[src/rtl/gl_pkg.sv]
// Shared definitions for the gl_fetch instruction fetch unit.
// Holds the opcode constants, the instruction field positions, the FSM
// state enumeration and the fetched-word record.
package gl_pkg;

  localparam logic [7:0] OP_NOP  = 8'hFF;
  localparam logic [7:0] OP_HALT = 8'hFE;

  // Instruction word layout: opcode[31:24], type[23], imm[22:0]
  localparam int OPC_MSB  = 31;
  localparam int OPC_LSB  = 24;
  localparam int TYPE_BIT = 23;
  localparam int IMM_MSB  = 22;
  localparam int IMM_LSB  = 0;

  typedef enum logic [1:0] {
    ST_IDLE = 2'd0,
    ST_RUN  = 2'd1,
    ST_HALT = 2'd2
  } state_t;

  // One fetched instruction together with the word address it came from
  typedef struct packed {
    logic [31:0] addr;
    logic [31:0] word;
  } fetch_t;

  function automatic logic is_halt(input logic [31:0] w);
    return w[OPC_MSB:OPC_LSB] == OP_HALT;
  endfunction

endpackage

[src/rtl/gl_fetch_fifo.sv]
// Purpose : 2-entry synchronous prefetch FIFO of fetched instructions.
// Latency : push visible on head_dat the cycle after the push edge.
// Backpr. : caller must not push when full unless it pops the same cycle.
// Ports   : clk/rst, push + push_dat, pop, head_dat, full, empty, count.
module gl_fetch_fifo
  import gl_pkg::*;
(
  input  logic       clk,
  input  logic       rst,
  input  logic       push,
  input  fetch_t     push_dat,
  input  logic       pop,
  output fetch_t     head_dat,
  output logic       full,
  output logic       empty,
  output logic [1:0] count
);

  fetch_t [1:0] mem_q, mem_d;
  logic         wr_ptr_q, wr_ptr_d;
  logic         rd_ptr_q, rd_ptr_d;
  logic [1:0]   cnt_q, cnt_d;

  always_comb begin
    mem_d = mem_q;
    // At full, wr_ptr == rd_ptr: the head is read out before the edge, so
    // overwriting it on a simultaneous push/pop is safe.
    if (push) mem_d[wr_ptr_q] = push_dat;
    wr_ptr_d = wr_ptr_q ^ push;
    rd_ptr_d = rd_ptr_q ^ pop;
    cnt_d    = cnt_q + {1'b0, push} - {1'b0, pop};
  end

  always_ff @(posedge clk or posedge rst) begin
    if (rst) begin
      mem_q    <= '0;
      wr_ptr_q <= 1'b0;
      rd_ptr_q <= 1'b0;
      cnt_q    <= 2'd0;
    end else begin
      mem_q    <= mem_d;
      wr_ptr_q <= wr_ptr_d;
      rd_ptr_q <= rd_ptr_d;
      cnt_q    <= cnt_d;
    end
  end

  assign head_dat = mem_q[rd_ptr_q];
  assign full     = (cnt_q == 2'd2);
  assign empty    = (cnt_q == 2'd0);
  assign count    = cnt_q;

endmodule

[src/rtl/gl_fetch.sv]
// Purpose : instruction fetch; reads imem from START_ADDR, presents each
//           instruction to decode for >= ISSUE_HOLD cycles, stops on OP_HALT.
// Latency : imem data registered the cycle after imem_en; issue next cycle.
// Backpr. : stall (after the hold count expires) freezes all outputs.
// Ports   : clk, rst (async, active high), start pulse, imem_en/imem_addr/
//           imem_data read port, stall, decoded opcode/instr_type/imm,
//           operand_addr, valid, done, pc. instr_type carries word bit [23]
//           (the name "type" is a SystemVerilog reserved word).
// Config  : GL_FETCH_PREFETCH_EN adds a 2-entry prefetch FIFO so that
//           unstalled instructions issue back to back every ISSUE_HOLD
//           cycles; without it one read is made per advance (one NOP gap).
module gl_fetch
  import gl_pkg::*;
#(
  parameter int unsigned ISSUE_HOLD = 2,
  parameter logic [31:0] START_ADDR = 32'h0
) (
  input  logic        clk,
  input  logic        rst,
  input  logic        start,
  output logic        imem_en,
  output logic [31:0] imem_addr,
  input  logic [31:0] imem_data,
  input  logic        stall,
  output logic [7:0]  opcode,
  output logic        instr_type,
  output logic [22:0] imm,
  output logic [31:0] operand_addr,
  output logic        valid,
  output logic        done,
  output logic [31:0] pc
);

  localparam logic [3:0] HOLD_INIT = 4'(ISSUE_HOLD - 1);

  state_t      state_q, state_d;
  logic [31:0] imem_addr_q, imem_addr_d;
  logic [31:0] rd_addr_q, rd_addr_d;     // address of the read in flight
  logic        rd_pend_q, rd_pend_d;     // imem_data holds a read this cycle
  logic        halt_seen_q, halt_seen_d;
  logic [7:0]  opcode_q, opcode_d;
  logic        type_q, type_d;
  logic [22:0] imm_q, imm_d;
  logic        valid_q, valid_d;
  logic [3:0]  hold_q, hold_d;
  logic [31:0] pc_q, pc_d;

  logic        run, advance, slot_free, src_vld, load, rd_en, halt_arr, halt_go;
  fetch_t      arr, src;

`ifdef GL_FETCH_PREFETCH_EN
  logic        fifo_push, fifo_full, fifo_empty;
  logic [1:0]  fifo_cnt;
  logic [2:0]  occ;
  fetch_t      fifo_head;

  gl_fetch_fifo u_fifo (
    .clk      (clk),
    .rst      (rst),
    .push     (fifo_push),
    .push_dat (arr),
    .pop      (load),
    .head_dat (fifo_head),
    .full     (fifo_full),
    .empty    (fifo_empty),
    .count    (fifo_cnt)
  );
`endif

  always_comb begin
    run       = (state_q == ST_RUN);
    advance   = valid_q && (hold_q == 4'd0) && !stall;
    slot_free = !valid_q || advance;
    arr       = {rd_addr_q, imem_data};
    halt_arr  = rd_pend_q && !halt_seen_q && is_halt(imem_data);
`ifdef GL_FETCH_PREFETCH_EN
    fifo_push = rd_pend_q && !halt_seen_q && !is_halt(imem_data);
    src_vld   = !fifo_empty;
    src       = fifo_head;
    load      = run && slot_free && src_vld;
    // The read in flight already owns a slot, so count it with the FIFO.
    occ       = {1'b0, fifo_cnt} + {2'b00, rd_pend_q} - {2'b00, load};
    rd_en     = run && !halt_seen_q && !halt_arr && (occ < 3'd2)
                && !(fifo_full && !load);
`else
    src_vld   = rd_pend_q && !halt_seen_q && !is_halt(imem_data);
    src       = arr;
    load      = run && slot_free && src_vld;
    // One outstanding word at a time: read only once the output slot frees.
    rd_en     = run && !halt_seen_q && !rd_pend_q && slot_free;
`endif
    // HALT once everything fetched before OP_HALT has been advanced.
    halt_go   = run && halt_seen_q && !src_vld && slot_free;

    state_d = state_q;
    case (state_q)
      ST_IDLE: if (start)   state_d = ST_RUN;
      ST_RUN:  if (halt_go) state_d = ST_HALT;
      default: state_d = state_q;
    endcase

    imem_addr_d = rd_en ? imem_addr_q + 32'd1 : imem_addr_q;
    rd_addr_d   = rd_en ? imem_addr_q : rd_addr_q;
    rd_pend_d   = rd_en;
    halt_seen_d = halt_seen_q || halt_arr;

    opcode_d = opcode_q;
    type_d   = type_q;
    imm_d    = imm_q;
    valid_d  = valid_q;
    hold_d   = hold_q;
    pc_d     = pc_q;
    if (load) begin
      opcode_d = src.word[OPC_MSB:OPC_LSB];
      type_d   = src.word[TYPE_BIT];
      imm_d    = src.word[IMM_MSB:IMM_LSB];
      valid_d  = 1'b1;
      hold_d   = HOLD_INIT;
      pc_d     = src.addr;
    end else if (advance) begin
      opcode_d = OP_NOP;
      type_d   = 1'b0;
      imm_d    = '0;
      valid_d  = 1'b0;
      hold_d   = 4'd0;
    end else if (hold_q != 4'd0) begin
      hold_d   = hold_q - 4'd1;
    end
  end

  always_ff @(posedge clk or posedge rst) begin
    if (rst) begin
      state_q     <= ST_IDLE;
      imem_addr_q <= START_ADDR;
      rd_addr_q   <= START_ADDR;
      rd_pend_q   <= 1'b0;
      halt_seen_q <= 1'b0;
      opcode_q    <= OP_NOP;
      type_q      <= 1'b0;
      imm_q       <= '0;
      valid_q     <= 1'b0;
      hold_q      <= 4'd0;
      pc_q        <= START_ADDR;
    end else begin
      state_q     <= state_d;
      imem_addr_q <= imem_addr_d;
      rd_addr_q   <= rd_addr_d;
      rd_pend_q   <= rd_pend_d;
      halt_seen_q <= halt_seen_d;
      opcode_q    <= opcode_d;
      type_q      <= type_d;
      imm_q       <= imm_d;
      valid_q     <= valid_d;
      hold_q      <= hold_d;
      pc_q        <= pc_d;
    end
  end

  assign imem_en      = rd_en;
  assign imem_addr    = imem_addr_q;
  assign opcode       = opcode_q;
  assign instr_type   = type_q;
  assign imm          = imm_q;
  assign operand_addr = {9'd0, imm_q};
  assign valid        = valid_q;
  assign done         = (state_q == ST_HALT);
  assign pc           = pc_q;

endmodule

[config.mk]
export PLATFORM = sky130hd
export DESIGN_NAME = gl_fetch
export DESIGN_NICKNAME = d
export VERILOG_FILES = /design/src/rtl/gl_pkg.sv /design/src/rtl/gl_fetch_fifo.sv /design/src/rtl/gl_fetch.sv
export SDC_FILE = /design/constraint.sdc
export NUM_CORES = 1
export LEC_CHECK = 0
export CORE_UTILIZATION = 45
export DETAILED_ROUTE_END_ITERATION = 8
export PLACE_DENSITY_LB_ADDON = 0.2
export SLEW_MARGIN = 15
export SYNTH_ARGS = -nofsm -noshare
export SYNTH_HDL_FRONTEND = slang
export SYNTH_SLANG_ARGS = --single-unit
export TNS_END_PERCENT = 10
[constraint.sdc]
create_clock -name clk -period 5.9 [get_ports clk]
set_input_delay 0.885 -clock clk [delete_from_list [all_inputs] [get_ports clk]]
set_output_delay 0.885 -clock clk [all_outputs]
set_load 0.1 [all_outputs]
Word level (Yosys, flattened, before mapping)

Index checks and enable logic that the tools add are counted.
W data, S select, Z words.

Register bits after elaboration: 137
Bits of input ports: 36
Output and inout bits: 131
Word-level logic and storage cells: 59

$add $sub $neg: 2
Equal/unequal tests: 5
Mux-type cells: 13
Reduce and logical (&&, ||, !) cells: 28

Operators with widths:

| operator                | number |
|---|---|
| $mux W23                | 2 |
| $add A32 B1 Y32 const B | 1 |
| $mux W8                 | 2 |
| $logic_and A1 B1 Y1     | 13 |
| $mux W4                 | 3 |
| $eq A8 B8 Y1 const B    | 1 |
| $logic_not A1 Y1        | 6 |
| $logic_not A4 Y1        | 1 |
| $mux W2                 | 2 |
| $pmux W2 S2             | 1 |
| $reduce_bool A2 Y1      | 2 |
| $reduce_bool A4 Y1      | 1 |
| $sub A4 B1 Y4 const B   | 1 |
| $mux W1                 | 3 |
| $reduce_and A3 Y1       | 1 |
| $reduce_bool A3 Y1      | 1 |
| $eq A2 B1 Y1 const B    | 1 |
| $eq A2 B2 Y1 const B    | 1 |
| $logic_not A2 Y1        | 1 |
| $logic_or A1 B1 Y1      | 2 |
| $ne A2 B1 Y1 const B    | 1 |
| $ne A2 B2 Y1 const B    | 1 |

Logic depth before layout (Yosys ltp)

Gate-level depths: netlist of the first run.

Depth after elaboration: 8
Gate-level depth with buffers: 9
Depth with buffers taken out: 8

Worst setup path after synthesis of the first run

No wires, ideal clock.

Path kind: input to output
Start: input port stall
End: output port imem_en
Arrival: 1,966 ps
Data required time: 5,015 ps
Slack: 3,049 ps
Stages: 4
Buffers on the path: 1
Cell sequence: nor4b_2 -> o211ai_2 -> inv_2 -> buf_2

Cells in the longest elaborated chain, start to end: 4

Ends and longest elaborated chain:

| item                | line           | text |
|---|---|---|
| start, declared     | gl_fetch.sv:24 | `input logic stall,` |
| $logic_not A1 Y1    | gl_fetch.sv:72 | `advance = valid_q && (hold_q == 4'd0) && !stall;` |
| $logic_and A1 B1 Y1 | gl_fetch.sv:72 |  |
| $logic_or A1 B1 Y1  | gl_fetch.sv:73 | `slot_free = !valid_q \|\| advance;` |
| $logic_and A1 B1 Y1 | gl_fetch.sv:90 | `rd_en = run && !halt_seen_q && !rd_pend_q && slot_free;` |
| end, declared       | gl_fetch.sv:21 | `output logic imem_en,` |

Every way passes these cells.

Final worst setup path of the first run

Ends and elaborated chain as after synthesis.

==> run_results.csv, run 1 <==
group,metric,value,unit
run_status,outcome,"finished clean",
synth,synth_area,5780,um2
cts,htree_levels,4,
worst_setup_path,cp-start-kind,"input pin",
placement,place_ws,2480,ps
sta,final.period_utilization,56.0,%
worst_setup_path,critPathTopFamily,"buffers and inverters",
cells_and_area,layout_common_cells,"clkdlybuf4s50_1, dfrtp_1, nand2_1, mux2_2, o21ai_0",
synth,ys_warn_count,0,
cells_and_area,drive_above_1_share,18.2,%
synth,yosysTopAreaCell,"dfrtp_1",
drt,viasPerCell,4.96,
cells_and_area,area_delta_synth_final,36.2,%
cts,clock_path_buffers,2,
job,cap_violations,0,
sta,final-hold-violation-count,0,
worst_setup_path,path_class,"input pin to output port",
cts,cts_made_buffers,17,
worst_setup_path,cp.arrival,2420,ps
sta,relSlewSlack,29.6,%
sta,finalSetupTns,0,ps
global_route,grt_max_degree,87,
cells_and_area,nNetsFinal,660,
floorplanning,io_pins,167,
worst_setup_path,path_buf_inv,3,
sta,slew_viol_final,0,
drt,drc,0,
synth,synth_cells,485,
sta,fin_crit,3300,ps
placement,globalplace.congestion,0.789,
cells_and_area,diodes,0,
worst_setup_path,critPathLaunch,"stall",
drt,via_count,3983,
sta,setup_slack,2600,ps
min_path,hp-start,"rd_addr_q[29]$_DFFE_PP0P_",
worst_setup_path,cp_cell_sequence,"clkdlybuf4s50_1 > nor4b_2 > o211ai_2 > inv_2 > buf_4",
global_route,grt_first_pass_wirelength,19800,um
synth,syn_area_per_cell,11.9,um2
floorplanning,rows,41,
cells_and_area,final_cell_area,7870,um2
drt,wl,12100,um
sta,rsz0062_at_grt,"no",
cts,hold_buffers,0,
worst_setup_path,required,5020,ps
cts,clockRootBuffer,"clkbuf_16",
global_route,grt_antenna_before_repair,0,
worst_setup_path,critPathCaptureType,"output port",
synth,synth_edf_count,0,
cells_and_area,final_common_cell,"clkdlybuf4s50_1",
synth,synth_cell_type_count,43,
drt,wire_per_inst,15.0,um
drt,drtPass1Iterations,4,
global_route,overflow,0,
floorplanning,dieArea,13300,um2
drt,detail-route-antenna-nets,0,
cts,cts.sinks,137,
sta,finalSetupViolations,0,
cts,cts-resized-gates,0,
cts,path_clk_slew,50,ps
placement,portBuffers,157,
synth,ys_ff_latch,137,
worst_setup_path,crit_fanout,15,
sta,fin_skew,7.88,ps
global_route,grt_usage,19.7,%
min_path,hold_path.class,"flip-flop to flip-flop",
synth,synthArstFlopShare,100,%
drt,drtIter0Drc,241,
floorplanning,die_h,115,um
worst_setup_path,reg2reg_from,"hold_q[0]$_DFFE_PP0P_",
synth,ys_seq_area_share,59.5,%
worst_setup_path,crit_path_max_incr_delay,450,ps
floorplanning,start_util,46.0,%
worst_setup_path,cp_slowest_cell,"clkdlybuf4s50_1",
placement,post_dp_cell_area,7310,um2
sta,tightest_slew,1050,ps
placement,dp_hpwl,8280,um
floorplanning,dieWidth,115,um
synth,synth.area.top_cells,"dfrtp_1, mux2_2, nand2_1",
cts,cts_setup_buffers,0,
cts,clk_latency,410,ps
synth,ys.flop_type,"dfrtp_1",
cts,tritoncts,"built",
global_route,grt_pass1_vias,3931,
cells_and_area,nFillCells,1047,
synth,yosys.area.top_type_share,55.8,%
sta,fmax,0.303,GHz
floorplanning,core,12600,um2
==> flip-flops by register name, indices dropped and copies added (netlist names) <==
name	count
imem_addr	32
pc	32
rd_addr_q	32
imm	23
opcode	8
hold_q	4
state_q	2
halt_seen_q	1
instr_type	1
rd_pend_q	1
valid	1
==> cell families (layout without fill, tap and decap cells) <==
family,Yosys count,after routing,synth area share [%]
multiplexers,62,62,12.1
AND/OR/NAND/NOR,149,149,12.7
AO/OA/AOI/OAI,44,44,4.39
adder cells (fa/ha/maj),2,2,0.433
other,1,9,0.0649
flip-flops,137,137,59.5
buffers and inverters,59,197,6.19
XOR/XNOR,31,31,4.70
==> Yosys cell counts, drive strengths merged, types with 2 or more instances <==
| cell type | count |
|---|---|
| o32a | 3 |
| ha | 2 |
| dfrtp | 129 |
| nand4 | 5 |
| nor2 | 19 |
| nand2 | 73 |
| inv | 8 |
| and4 | 4 |
| nand3 | 17 |
| mux2 | 62 |
| dfstp | 8 |
| buf | 45 |
| o21ai | 35 |
| and2 | 3 |
| or2 | 3 |
| xor2 | 8 |
| xnor2 | 23 |
| nor4b | 2 |
| nor3 | 5 |
| clkbuf | 6 |
| or3 | 3 |
| nand2b | 2 |
| and3 | 6 |
| nor2b | 2 |
==> final timing paths <==
| check | depth (start not counted) | slack (ps) | end |
|---|---|---|---|
| max | 5 | 2600 | imem_en |
| min | 2 | 470 | rd_addr_q[29]$_DFFE_PP0P_ |
| max reg2reg | 9 | 3130 | imem_addr[22]$_DFFE_PP0P_ |
| min reg2reg | 2 | 470 | rd_addr_q[29]$_DFFE_PP0P_ |
| max in group asynchronous | 3 | 3730 | hold_q[3]$_DFFE_PP0P_ |
| min in group asynchronous | 2 | 980 | imm[10]$_DFFE_PP0P_ |
==> through the flow <==
step	util, %	cells	hold WS [ps]
floorplan	-	493	441
global placement	58.2	775	463
detailed placement	58.2	775	469
CTS	62.6	803	482
global route	62.6	803	512
finish	62.6	803	473
==> area by class of cell <==
type	instances	area [um2]	share of cell area [%]
flip-flops and latches	137	3440	43.7
multi-input cells	297	2020	25.7
repair buffers	161	1600	20.3
clock buffers	26	529	6.72
well taps	172	215	2.73
clock inverters	2	35.0	0.445
inverters	8	35.0	0.445
==> routing by layer <==
layer	GRT usage [%]	up-vias	share of wire (%)
li1	-	1875	-
met1	24.3	1969	43
met2	31.8	129	49
met3	7.01	10	7.4
met4	7.53	0	1.2
met5	0	-	0
==> worst register-to-register path, cell delays in order (launching register included) <==
cell,delay (ps)
dfrtp_1,410
inv_1,70
ha_1,240
nor4b_2,300
o211ai_2,330
inv_2,140
buf_4,420
and4_1,420
and4_1,230
xor2_1,140
Power of run 1 is left out: the tool's default activity adds up to more than one toggle a clock period on the data nets, which glitch-free logic cannot reach.
==> run 2, diff against run 1 <==
--- a/config.mk
+++ b/config.mk
@@ -5,7 +5,7 @@
 export SDC_FILE = /design/constraint.sdc
 export NUM_CORES = 1
 export LEC_CHECK = 0
-export CORE_UTILIZATION = 45
+export CORE_UTILIZATION = 43
 export DETAILED_ROUTE_END_ITERATION = 8
 export PLACE_DENSITY_LB_ADDON = 0.2
 export SLEW_MARGIN = 15
==> constraint.sdc (replaced) <==
create_clock -name clk -period 2.85 [get_ports clk]
set_input_delay 0.4275 -clock clk [delete_from_list [all_inputs] [get_ports clk]]
set_output_delay 0.4275 -clock clk [all_outputs]
set_load 0.1 [all_outputs]
==> run 2 against run 1 <==
Effect of this change: global-route usage shrank 0.99 points; final cell count grew 0.75%; count of clock-buffer cells in the layout shrank 2; first-iteration DRC count shrank 19%; flip-flop and latch count is the same; critical path type is now flip-flop to output port.
==> run_results.csv, run 2 (same netlist as run 1, synthesis figures left out) <==
group,metric,value,unit
run_status,outcome,"finished clean",
worst_setup_path,cp_cell_sequence,"inv_1 > ha_1 > nor4b_2 > o211ai_2 > inv_2 > buf_12",
floorplanning,dieArea,13900,um2
global_route,grt_max_degree,138,
cells_and_area,layout_common_cells,"dfrtp_1, buf_4, nand2_1, mux2_2, clkdlybuf4s50_1",
cts,clockRootBuffer,"clkbuf_16",
sta,slew_viol_final,0,
drt,viasPerCell,4.90,
cells_and_area,final_common_cell,"dfrtp_1",
sta,rsz0062_at_grt,"no",
worst_setup_path,critPathTopFamily,"buffers and inverters",
cts,clock_path_buffers,2,
worst_setup_path,path_class,"flip-flop to output port",
drt,wire_per_inst,15.1,um
placement,dp.cells,777,
sta,fin_skew,7.40,ps
cells_and_area,area_delta_synth_final,33.2,%
placement,portBuffers,157,
min_path,hold_path.class,"flip-flop to flip-flop",
floorplanning,dieWidth,118,um
worst_setup_path,required,2420,ps
cts,cts_setup_buffers,0,
sta,relSlewSlack,52.2,%
cells_and_area,nNetsFinal,662,
placement,post_dp_cell_area,7070,um2
drt,drc,0,
drt,wl,12200,um
global_route,grt_usage,18.7,%
worst_setup_path,path_buf_inv,3,
floorplanning,core,12900,um2
worst_setup_path,crit_fanout,9,
sta,finalSetupViolations,0,
cts,cts_made_buffers,17,
floorplanning,start_util,44.9,%
cts,htree_levels,4,
sta,fin_crit,2440,ps
worst_setup_path,cp-start-kind,"flip-flop",
cts,hold_buffers,0,
drt,drtPass1Iterations,4,
drt,drtIter0Drc,195,
global_route,grt_antenna_before_repair,0,
sta,final.period_utilization,85.6,%
global_route,overflow,0,
drt,detail-route-antenna-nets,0,
cts,cts-resized-gates,0,
cts,cts.sinks,137,
cells_and_area,drive_above_1_share,37.8,%
floorplanning,io_pins,167,
global_route,grt_first_pass_wirelength,20300,um
cells_and_area,regArea,3440,um2
worst_setup_path,crit_path_max_incr_delay,400,ps
job,cap_violations,0,
placement,globalplace.congestion,0.867,
cells_and_area,multiInputGateArea,2020,um2
floorplanning,rows,41,
cells_and_area,nFillCells,1085,
cells_and_area,stdcell_count,809,
sta,fmax,0.410,GHz
sta,final-hold-violation-count,0,
sta,timing.hold.ws,478,ps
cts,clk_latency,410,ps
drt,via_count,3967,
cts,tritoncts,"built",
worst_setup_path,critPathCaptureType,"output port",
placement,dp_hpwl,8530,um
cts,path_clk_slew,50,ps
worst_setup_path,cp_slowest_cell,"dfrtp_1",
sta,tightest_slew,717,ps
cells_and_area,final_cell_area,7700,um2
global_route,grt_pass1_vias,4002,
worst_setup_path,cp.arrival,2010,ps
floorplanning,die_h,118,um
sta,finalSetupTns,0,ps
cells_and_area,diodes,0,
[run 2: cell types whose count changed in the layout (fill, tap and decap cells not counted), moves of 3 or more]
cell | previous run | this run
bufinv_16 | 1 | 4
clkbuf_8 | 7 | 4
buf_4 | 5 | 124
buf_12 | 0 | 4
clkdlybuf4s50_1 | 156 | 35
clkinv_2 | 1 | 4
[run 2: cell type report]
class | count | share of cell area, %
multi-input combinational | 297 | 26.3
tap | 172 | 2.79
clock buffer | 24 | 6.38
sequential | 137 | 44.6
timing repair buffer | 163 | 17.7
inverter | 8 | 0.439
clock inverter | 8 | 1.82
[run 2: layer usage]
metal  track usage [%]  vias up  part of all wire (%)  wire length, um
li1                  -     1873                     -                -
met1              23.5     1942                    43             5300
met2              30.2      136                    48             5930
met3              6.30       16                   6.8              838
met4              6.25        0                   1.4              169
met5                 0        -                     0                0
[run 2: worst min-delay path: stages, from the launching register on]
cell and delay, ps:
dfrtp_1 330, nand2_1 50, o21ai_0 60
[run 2: final timing paths]
| path | to | slack [ps] | depth (start not counted) | start |
|---|---|---|---|---|
| worst max-delay path | imem_en | 410 | 6 | hold_q[0]$_DFFE_PP0P_ |
| worst min-delay path | rd_addr_q[9]$_DFFE_PP0P_ | 480 | 2 | rd_addr_q[9]$_DFFE_PP0P_ |
| worst max register to register | pc[26]$_DFFE_PP0N_ | 540 | 7 | hold_q[0]$_DFFE_PP0P_ |
| max in group asynchronous | imem_addr[10]$_DFFE_PP0P_ | 1740 | 3 | rst |
| min in group asynchronous | imm[1]$_DFFE_PP0P_ | 570 | 3 | rst |
| worst min register to register | rd_addr_q[9]$_DFFE_PP0P_ | 480 | 2 | rd_addr_q[9]$_DFFE_PP0P_ |
[run 2: metrics by stage]
| step | setup slack (ps) | util (%) |
|---|---|---|
| 2_1_floorplan | 412 | - |
| 3_3_place_gp | 432 | 54.9 |
| 3_5_place_dp | 386 | 54.9 |
| 4_1_cts | 364 | 59.8 |
| 5_1_grt | 266 | 59.8 |
| 6_report | 411 | 59.8 |
Power of run 2 is left out for the same reason.
